==> config.mk <==
export PLATFORM = sky130hd
export DESIGN_NAME = udp_tx_arbiter
export DESIGN_NICKNAME = d
export VERILOG_FILES = /design/src/rtl/udp_tx_arbiter_pkg.sv /design/src/rtl/udp_tx_arbiter_rr_pick.sv /design/src/rtl/udp_tx_arbiter.sv
export SDC_FILE = /design/constraint.sdc
export NUM_CORES = 1
export LEC_CHECK = 0
export CELL_PAD_IN_SITES_DETAIL_PLACEMENT = 0
export CELL_PAD_IN_SITES_GLOBAL_PLACEMENT = 2
export CORE_MARGIN = 2
export CORE_UTILIZATION = 27
export CTS_CLUSTER_DIAMETER = 60
export DETAILED_ROUTE_END_ITERATION = 10
export PLACE_DENSITY_LB_ADDON = 0.1
export REMOVE_ABC_BUFFERS = 1
export SETUP_SLACK_MARGIN = 0.4
export SLEW_MARGIN = 20
export SYNTH_ARGS = -nofsm -noshare
export SYNTH_HDL_FRONTEND = slang
export SYNTH_SLANG_ARGS = --single-unit
==> constraint.sdc <==
create_clock -name clk -period 2.9 [get_ports clk]
set_input_delay 0.29 -clock clk [delete_from_list [all_inputs] [get_ports clk]]
set_output_delay 0.29 -clock clk [all_outputs]
set_load 0.02 [all_outputs]
==> src/rtl/udp_tx_arbiter_pkg.sv <==
// Shared types and widths for the UDP transmit arbiter.
// Holds the FSM state encoding and the MAC-facing field widths.
package udp_tx_arbiter_pkg;

   localparam int UDP_LEN_W  = 11;
   localparam int UDP_DATA_W = 8;
   localparam int TCOUNT_W   = 8;

   typedef enum logic [1:0] {
      ST_IDLE = 2'd0,
      ST_REQ  = 2'd1,
      ST_SEND = 2'd2,
      ST_GAP  = 2'd3
   } state_t;

   // Width of an index into n sources; never zero so a single source still gets a bit.
   function automatic int ptr_width(input int n);
      return (n > 1) ? $clog2(n) : 1;
   endfunction

endpackage

==> src/rtl/udp_tx_arbiter_rr_pick.sv <==
// Combinational round-robin picker: first valid requester at or above ptr, with wrap.
// Output grant is one-hot or all zero.
module rr_pick
   import udp_tx_arbiter_pkg::*;
#(
   parameter int NUM_REQ = 3,
   parameter int PTR_W   = ptr_width(NUM_REQ)
) (
   input  logic [NUM_REQ-1:0] valid,
   input  logic [PTR_W-1:0]   ptr,
   output logic [NUM_REQ-1:0] grant,
   output logic               any_valid
);

   always_comb begin
      logic [PTR_W-1:0] idx;
      logic             found;
      grant = '0;
      found = 1'b0;
      idx   = ptr;
      for (int k = 0; k < NUM_REQ; k++) begin
         if (!found && valid[idx]) begin
            grant[idx] = 1'b1;
            found      = 1'b1;
         end
         idx = (idx == PTR_W'(NUM_REQ - 1)) ? '0 : idx + 1'b1;
      end
   end

   assign any_valid = |valid;

endmodule

==> src/rtl/udp_tx_arbiter.sv <==
// Round-robin sharing of the MAC UDP transmit port between NUM_REQ stream sources.
// Handshake: a source holds src_request with a nonzero length; the MAC answers udp_tx_request with one udp_tx_enable pulse, forwarded as src_enable.
module udp_tx_arbiter
   import udp_tx_arbiter_pkg::*;
#(
   parameter int NUM_REQ    = 3,
   parameter int TIMEOUT    = 4096,
   parameter int IFG_CYCLES = 8
) (
   input  logic                            clk,
   input  logic                            reset,
   input  logic                            have_ip,
   input  logic [NUM_REQ-1:0]              src_request,
   input  logic [UDP_LEN_W*NUM_REQ-1:0]    src_length,
   input  logic [UDP_DATA_W*NUM_REQ-1:0]   src_data,
   output logic [NUM_REQ-1:0]              src_enable,
   output logic [NUM_REQ-1:0]              grant,
   output logic                            udp_tx_request,
   input  logic                            udp_tx_enable,
   output logic [UDP_LEN_W-1:0]            udp_tx_length,
   output logic [UDP_DATA_W-1:0]           udp_tx_data,
   output logic                            busy,
   output logic [TCOUNT_W-1:0]             timeout_count
);

   localparam int PTR_W  = ptr_width(NUM_REQ);
   localparam int WAIT_W = $clog2(TIMEOUT + 1);
   localparam int GAP_W  = (IFG_CYCLES > 0) ? $clog2(IFG_CYCLES + 1) : 1;

   state_t                 state_q, state_n;
   logic [NUM_REQ-1:0]     grant_q, grant_n;
   logic                   req_q, req_n;
   logic [UDP_LEN_W-1:0]   len_q, len_n;
   logic [UDP_LEN_W-1:0]   byte_q, byte_n;
   logic [WAIT_W-1:0]      wait_q, wait_n;
   logic [GAP_W-1:0]       gap_q, gap_n;
   logic [PTR_W-1:0]       ptr_q, ptr_n;
   logic [TCOUNT_W-1:0]    tcount_q, tcount_n;

   logic [NUM_REQ-1:0]     valid;
   logic [NUM_REQ-1:0]     pick;
   logic                   any_valid;
   logic [UDP_LEN_W-1:0]   pick_len;
   logic [PTR_W-1:0]       win_idx;
   logic [PTR_W-1:0]       ptr_after_win;

   // Zero-length requests are not eligible.
   always_comb begin
      valid = '0;
      for (int i = 0; i < NUM_REQ; i++) begin
         valid[i] = src_request[i] && (src_length[i*UDP_LEN_W +: UDP_LEN_W] != '0);
      end
   end

   rr_pick #(
      .NUM_REQ (NUM_REQ),
      .PTR_W   (PTR_W)
   ) u_pick (
      .valid     (valid),
      .ptr       (ptr_q),
      .grant     (pick),
      .any_valid (any_valid)
   );

   always_comb begin
      pick_len = '0;
      for (int i = 0; i < NUM_REQ; i++) begin
         if (pick[i]) pick_len = pick_len | src_length[i*UDP_LEN_W +: UDP_LEN_W];
      end
   end

   always_comb begin
      win_idx = '0;
      for (int i = 0; i < NUM_REQ; i++) begin
         if (grant_q[i]) win_idx = PTR_W'(i);
      end
      ptr_after_win = (win_idx == PTR_W'(NUM_REQ - 1)) ? '0 : win_idx + 1'b1;
   end

   always_comb begin
      udp_tx_data = '0;
      for (int i = 0; i < NUM_REQ; i++) begin
         if (grant_q[i]) udp_tx_data = udp_tx_data | src_data[i*UDP_DATA_W +: UDP_DATA_W];
      end
   end

   always_comb begin
      state_n  = state_q;
      grant_n  = grant_q;
      req_n    = req_q;
      len_n    = len_q;
      byte_n   = byte_q;
      wait_n   = wait_q;
      gap_n    = gap_q;
      ptr_n    = ptr_q;
      tcount_n = tcount_q;
      case (state_q)
         ST_IDLE: begin
            if (have_ip && any_valid) begin
               state_n = ST_REQ;
               grant_n = pick;
               len_n   = pick_len;
               req_n   = 1'b1;
               wait_n  = '0;
            end
         end
         ST_REQ: begin
            wait_n = wait_q + 1'b1;
            // Enable beats both withdrawal and timeout in the same cycle.
            if (udp_tx_enable) begin
               state_n = ST_SEND;
               req_n   = 1'b0;
               byte_n  = len_q;
            end else if ((src_request & grant_q) == '0) begin
               state_n = ST_IDLE;
               req_n   = 1'b0;
               grant_n = '0;
            end else if (wait_q == WAIT_W'(TIMEOUT - 1)) begin
               state_n = ST_GAP;
               req_n   = 1'b0;
               grant_n = '0;
               ptr_n   = ptr_after_win;
               gap_n   = GAP_W'(IFG_CYCLES);
               if (tcount_q != '1) tcount_n = tcount_q + 1'b1;
            end
         end
         ST_SEND: begin
            if (byte_q <= UDP_LEN_W'(1)) begin
               state_n = ST_GAP;
               grant_n = '0;
               ptr_n   = ptr_after_win;
               gap_n   = GAP_W'(IFG_CYCLES);
            end else begin
               byte_n = byte_q - 1'b1;
            end
         end
         ST_GAP: begin
            // A zero-length gap still spends one cycle here.
            if (gap_q <= GAP_W'(1)) state_n = ST_IDLE;
            else                    gap_n   = gap_q - 1'b1;
         end
         default: state_n = ST_IDLE;
      endcase
   end

   always_ff @(posedge clk) begin
      if (reset) begin
         state_q  <= ST_IDLE;
         grant_q  <= '0;
         req_q    <= 1'b0;
         len_q    <= '0;
         byte_q   <= '0;
         wait_q   <= '0;
         gap_q    <= '0;
         ptr_q    <= '0;
         tcount_q <= '0;
      end else begin
         state_q  <= state_n;
         grant_q  <= grant_n;
         req_q    <= req_n;
         len_q    <= len_n;
         byte_q   <= byte_n;
         wait_q   <= wait_n;
         gap_q    <= gap_n;
         ptr_q    <= ptr_n;
         tcount_q <= tcount_n;
      end
   end

   assign src_enable     = (state_q == ST_REQ && udp_tx_enable) ? grant_q : '0;
   assign grant          = grant_q;
   assign udp_tx_request = req_q;
   assign udp_tx_length  = len_q;
   assign busy           = (state_q != ST_IDLE);
   assign timeout_count  = tcount_q;

endmodule
==> flow_results.org <==
** Outcome
- Status :: finished, final reports clean

** Global routing
- The number of antenna violations at the first check in global routing was 0.
- Global routing used 3.405% of the available met3 tracks.
- Vias in the first global route :: 3765
- Global routing used 28.95% of the available met2 tracks.
- GRT Overall Usage :: 17.03%
- Entering global routing, the biggest net connects 33 pins.
- Global Route met1 Usage :: 22.27%
- Grt ovf :: 0
- The first global-routing pass estimated 19230 um of wire.
- Most heavily used metal layer in global routing :: met2

** Clock tree
- TritonCTS Buffers :: 5
- Number of buffers on the longest clock path :: 2
- # clock sinks :: 55
- Clock latency on the worst-skew pair, taken at its later pin, is around 0.29 ns.
- Reg clk slew, reported paths :: 0.07 ns
- CTS placed an instance of sky130_fd_sc_hd__clkbuf_16 at the clock tree root.
- CTS tree :: built
- The clock tree synthesis step divided the H-tree into 2 levels.
- Post-CTS Setup Bufs :: 0

** Floorplan
- Row generation in the floorplan step produced 41 rows.
- Once the floorplan was initialized, standard cells occupied between 20% and 30% of the core.
- Die Ht :: 117.4 um
- Die area :: approximately 0.014 mm^2
- Width of the die :: 117.4 um
- The core region is approximately 0.013 mm^2.
- 99 I/O pins were placed.

** STA
- Setup repair after global routing could not meet its margin everywhere.
- Between clock sinks in the finished design, the worst skew comes to just under 0.005 ns.
- Worst slew pin tran :: 0.8976 ns
- Slew Viols, Final :: 0
- Derived from the worst setup path, the maximum achievable clock frequency is roughly 430 MHz.
- After layout, the minimum clock period comes to 2.325 ns.
- The final count of hold timing violations is 0.
- Measured against its own limit, the worst slew margin works out to between 30% and 40%.
- Share of the clock period used by the worst path after layout :: 80.17%
- The worst path meets setup with 0.5750 ns of slack.
- Setup Viol. Count Final :: 0

** Route
- In the routed design, unresolved DRC markers number 0.
- The final layout contains routed wiring with a total length of 11650 um.
- Wirelength per Cell :: 16.50 um
- After the first detailed-routing iteration, the DRC count stood at 232.
- First-pass iteration count of the detailed router :: 5
- Total number of vias :: 3739
- Routed Antenna Nets :: 0
- Using the TritonRoute via totals, the vias-per-cell ratio works out to 5.296.

** Synthesis
- After Yosys synthesis, XOR and XNOR cells account for 1.260% of the synthesized area.
- Summing the areas of all compound-gate instances in the mapped netlist gives 31.65% of the synthesized area.
- Number of synthesized flops with an enable pin :: 0
- Ranked by total cell area, the synthesized netlist is headed by sky130_fd_sc_hd__dfxtp_1 (32%), sky130_fd_sc_hd__a21oi_1 (7.3%), sky130_fd_sc_hd__o21ai_0 (4.0%).
- Distinct cells, synth :: 59
- Each instance of the synthesized netlist takes up on average 8.043 um^2.
- The largest total area in the synthesized netlist belongs to sky130_fd_sc_hd__dfxtp_1.
- Portion of the post-synthesis area used by sequential elements :: a little under a third
- Multiplexer cells account for about 2.7% of the synthesized area.
- Fraction of the mapped netlist area in simple logic gates :: between 20 and 25%
- Count of mapped cells out of synthesis :: 432
- Summed instance area of the synthesized netlist :: 0.003475 mm^2
- During synthesis, Yosys emitted a total of 0 warnings.
- Synth Register Bits :: 55
- Counting flops with an async set or reset pin after synthesis yields a share of 0%.
- Dominant combinational cell family by area after synthesis :: compound AO/OA/AOI/OAI gates
- Dominant register cell in the synthesized netlist :: sky130_fd_sc_hd__dfxtp_1
- Summing the areas of all fa, ha and maj instances in the mapped netlist gives 3.601% of the synthesized area.
- Area fraction of the dominant cell type after synthesis :: 31.69%

** Setup path
- Crit Path Max Fanout :: 19
- Critical path class :: in -> reg
- Critical Path End Type :: flip-flop
- The worst register-to-register path has a setup slack of around 0.61 ns.
- Data on the critical path arrives at its endpoint at roughly 2.5 ns.
- At the worst endpoint, the required time is 3.08 ns.
- STA classifies the critical path startpoint as an input pin.

** Finish
- NumNets Final :: 607
- Share of layout cells above drive strength 1 :: under 10%
- Leading cell type in the layout, fill and taps excluded :: sky130_fd_sc_hd__clkdlybuf4s50_1
- Compared with the post-synthesis result, the final layout area differs by 42.13%.
- Filler Cells Inserted :: 1294
- Leading cell types in the layout, fill and taps excluded :: sky130_fd_sc_hd__clkdlybuf4s50_1 (98), sky130_fd_sc_hd__dfxtp_1 (55), sky130_fd_sc_hd__a21oi_1 (51), sky130_fd_sc_hd__inv_1 (28), sky130_fd_sc_hd__o21ai_0 (28)
- # diodes :: 0

** Place
- Post-placement setup slack :: roughly 0.21 ns
- PortBufs :: 98
- Global placer's final weighted congestion :: 0.7899
- DP Wirelength :: 9058 um

** Power and ir drop
- Power spread over the standard cell area amounts to between 400 and 500 mW/mm^2.
- Total design power :: 2.201 mW
- Max rail drop VDD :: 0.0003433 V
- In this run the static leakage power is 1.732 nW.

** Worst hold path
- The tightest min-delay check is of the reg -> reg type.

** Run
- Max-cap violations in this run came to 0.
-- per-stage QoR --
step / utilization (%) / std cells / TNS [ns] / area, um^2 / hold slack [ns]
after CTS: 39.15 / 706 / 0 / 4921 / 0.4845
after global routing: 39.29 / 706 / 0 / 4938 / 0.5129
after global placement: 37.77 / 698 / 0 / 4747 / 0.4728
after detailed placement: 37.77 / 698 / 0 / 4747 / 0.4738
final: 39.29 / 706 / 0 / 4938 / 0.4892
after floorplan: - / 407 / -0.4363 / 3367 / 0.3591
-- per-layer routing --
| layer | vias up | part of all wire [%] |
|---|---|---|
| li1 | 1884 | - |
| met1 | 1748 | 46 |
| met2 | 99 | 48 |
| met3 | 8 | 5.1 |
| met4 | 0 | 1.0 |
| met5 | - | 0 |
-- layout make-up --
cell class | instances | area, um^2 | share of cell area [%]
Multi-Input combinational cell | 324 | 2192 | 44.39
Inverter | 28 | 105.1 | 2.128
Clock inverter | 2 | 35.03 | 0.7094
Clock buffer | 6 | 138.9 | 2.812
Sequential cell | 55 | 1101 | 22.30
Timing Repair Buffer | 119 | 1151 | 23.31
Tap cell | 172 | 215.2 | 4.358
-- cell usage after synthesis (all sizes together) (2+ instances only) --
| library cell | count |
|---|---|
| inv | 28 |
| a222oi | 9 |
| o21a | 3 |
| xor2 | 4 |
| a2111o | 5 |
| mux2 | 2 |
| nand3b | 4 |
| a311oi | 3 |
| o41ai | 6 |
| nand2 | 21 |
| o22ai | 2 |
| and2 | 2 |
| nor3 | 10 |
| nor4b | 4 |
| o31ai | 11 |
| a31oi | 7 |
| a32oi | 11 |
| a21oi | 51 |
| buf | 7 |
| o21ai | 30 |
| clkbuf | 18 |
| nand4 | 12 |
| ha | 10 |
| or2 | 2 |
| nor4 | 10 |
| or4 | 7 |
| nand3 | 15 |
| a21o | 2 |
| a221oi | 2 |
| and3 | 6 |
| nand2b | 5 |
| o211ai | 2 |
| a41oi | 2 |
| dfxtp | 55 |
| mux2i | 7 |
| o2111ai | 2 |
| nor2b | 7 |
| nor2 | 22 |
| or3 | 8 |
| or3b | 3 |
| a211oi | 4 |
-- worst max-delay path, cell delays in order --
cell and delay, ns:
sky130_fd_sc_hd__clkdlybuf4s50_1 0.41, sky130_fd_sc_hd__nor4_1 0.45, sky130_fd_sc_hd__a31oi_1 0.34, sky130_fd_sc_hd__o41ai_2 0.45
sky130_fd_sc_hd__buf_4 0.30, sky130_fd_sc_hd__nor4b_1 0.09, sky130_fd_sc_hd__mux2i_1 0.15
-- timing repair --
action | in CTS | in global routing
endpoints found under the setup margin | 0 | 18
hold buffers | 0 | 0
gates resized for setup | 0 | 4
-- registers in the layout, summed over array words and instances (netlist names), named ones only --
name / count
byte_q: 11
gap_q: 4
grant: 3
ptr_q: 2
state_q: 1
timeout_count: 8
udp_tx_length: 11
udp_tx_request: 1
wait_q: 13
-- cells by family (layout without fill, tap and decap cells) --
| kind of cell | after synthesis | count (layout) |
|---|---|---|
| DFF | 55 | 55 |
| adders and majority gates | 10 | 10 |
| xor gates and xnor gates | 5 | 5 |
| and+or+nand+nor | 141 | 141 |
| AOI/OAI and AO/OA | 159 | 159 |
| buffers and inverters | 53 | 155 |
| muxes | 9 | 9 |
-- where the power goes --
group	switching [mW]	total (mW)	internal [mW]
clock	0.289	0.720	0.431
combinational	0.345	0.639	0.294
sequential	0.0439	0.842	0.798
total	0.678	2.20	1.52
-- final timing paths --
check / from / cells after the start / end
hold reg to reg: udp_tx_request / 2 / udp_tx_request
setup / recovery: src_length[13] / 7 / wait_q[10]
hold / removal: udp_tx_request / 2 / udp_tx_request
setup reg to reg: byte_q[4] / 5 / byte_q[5]
No activity file was read; power rests on OpenSTA's default activity.
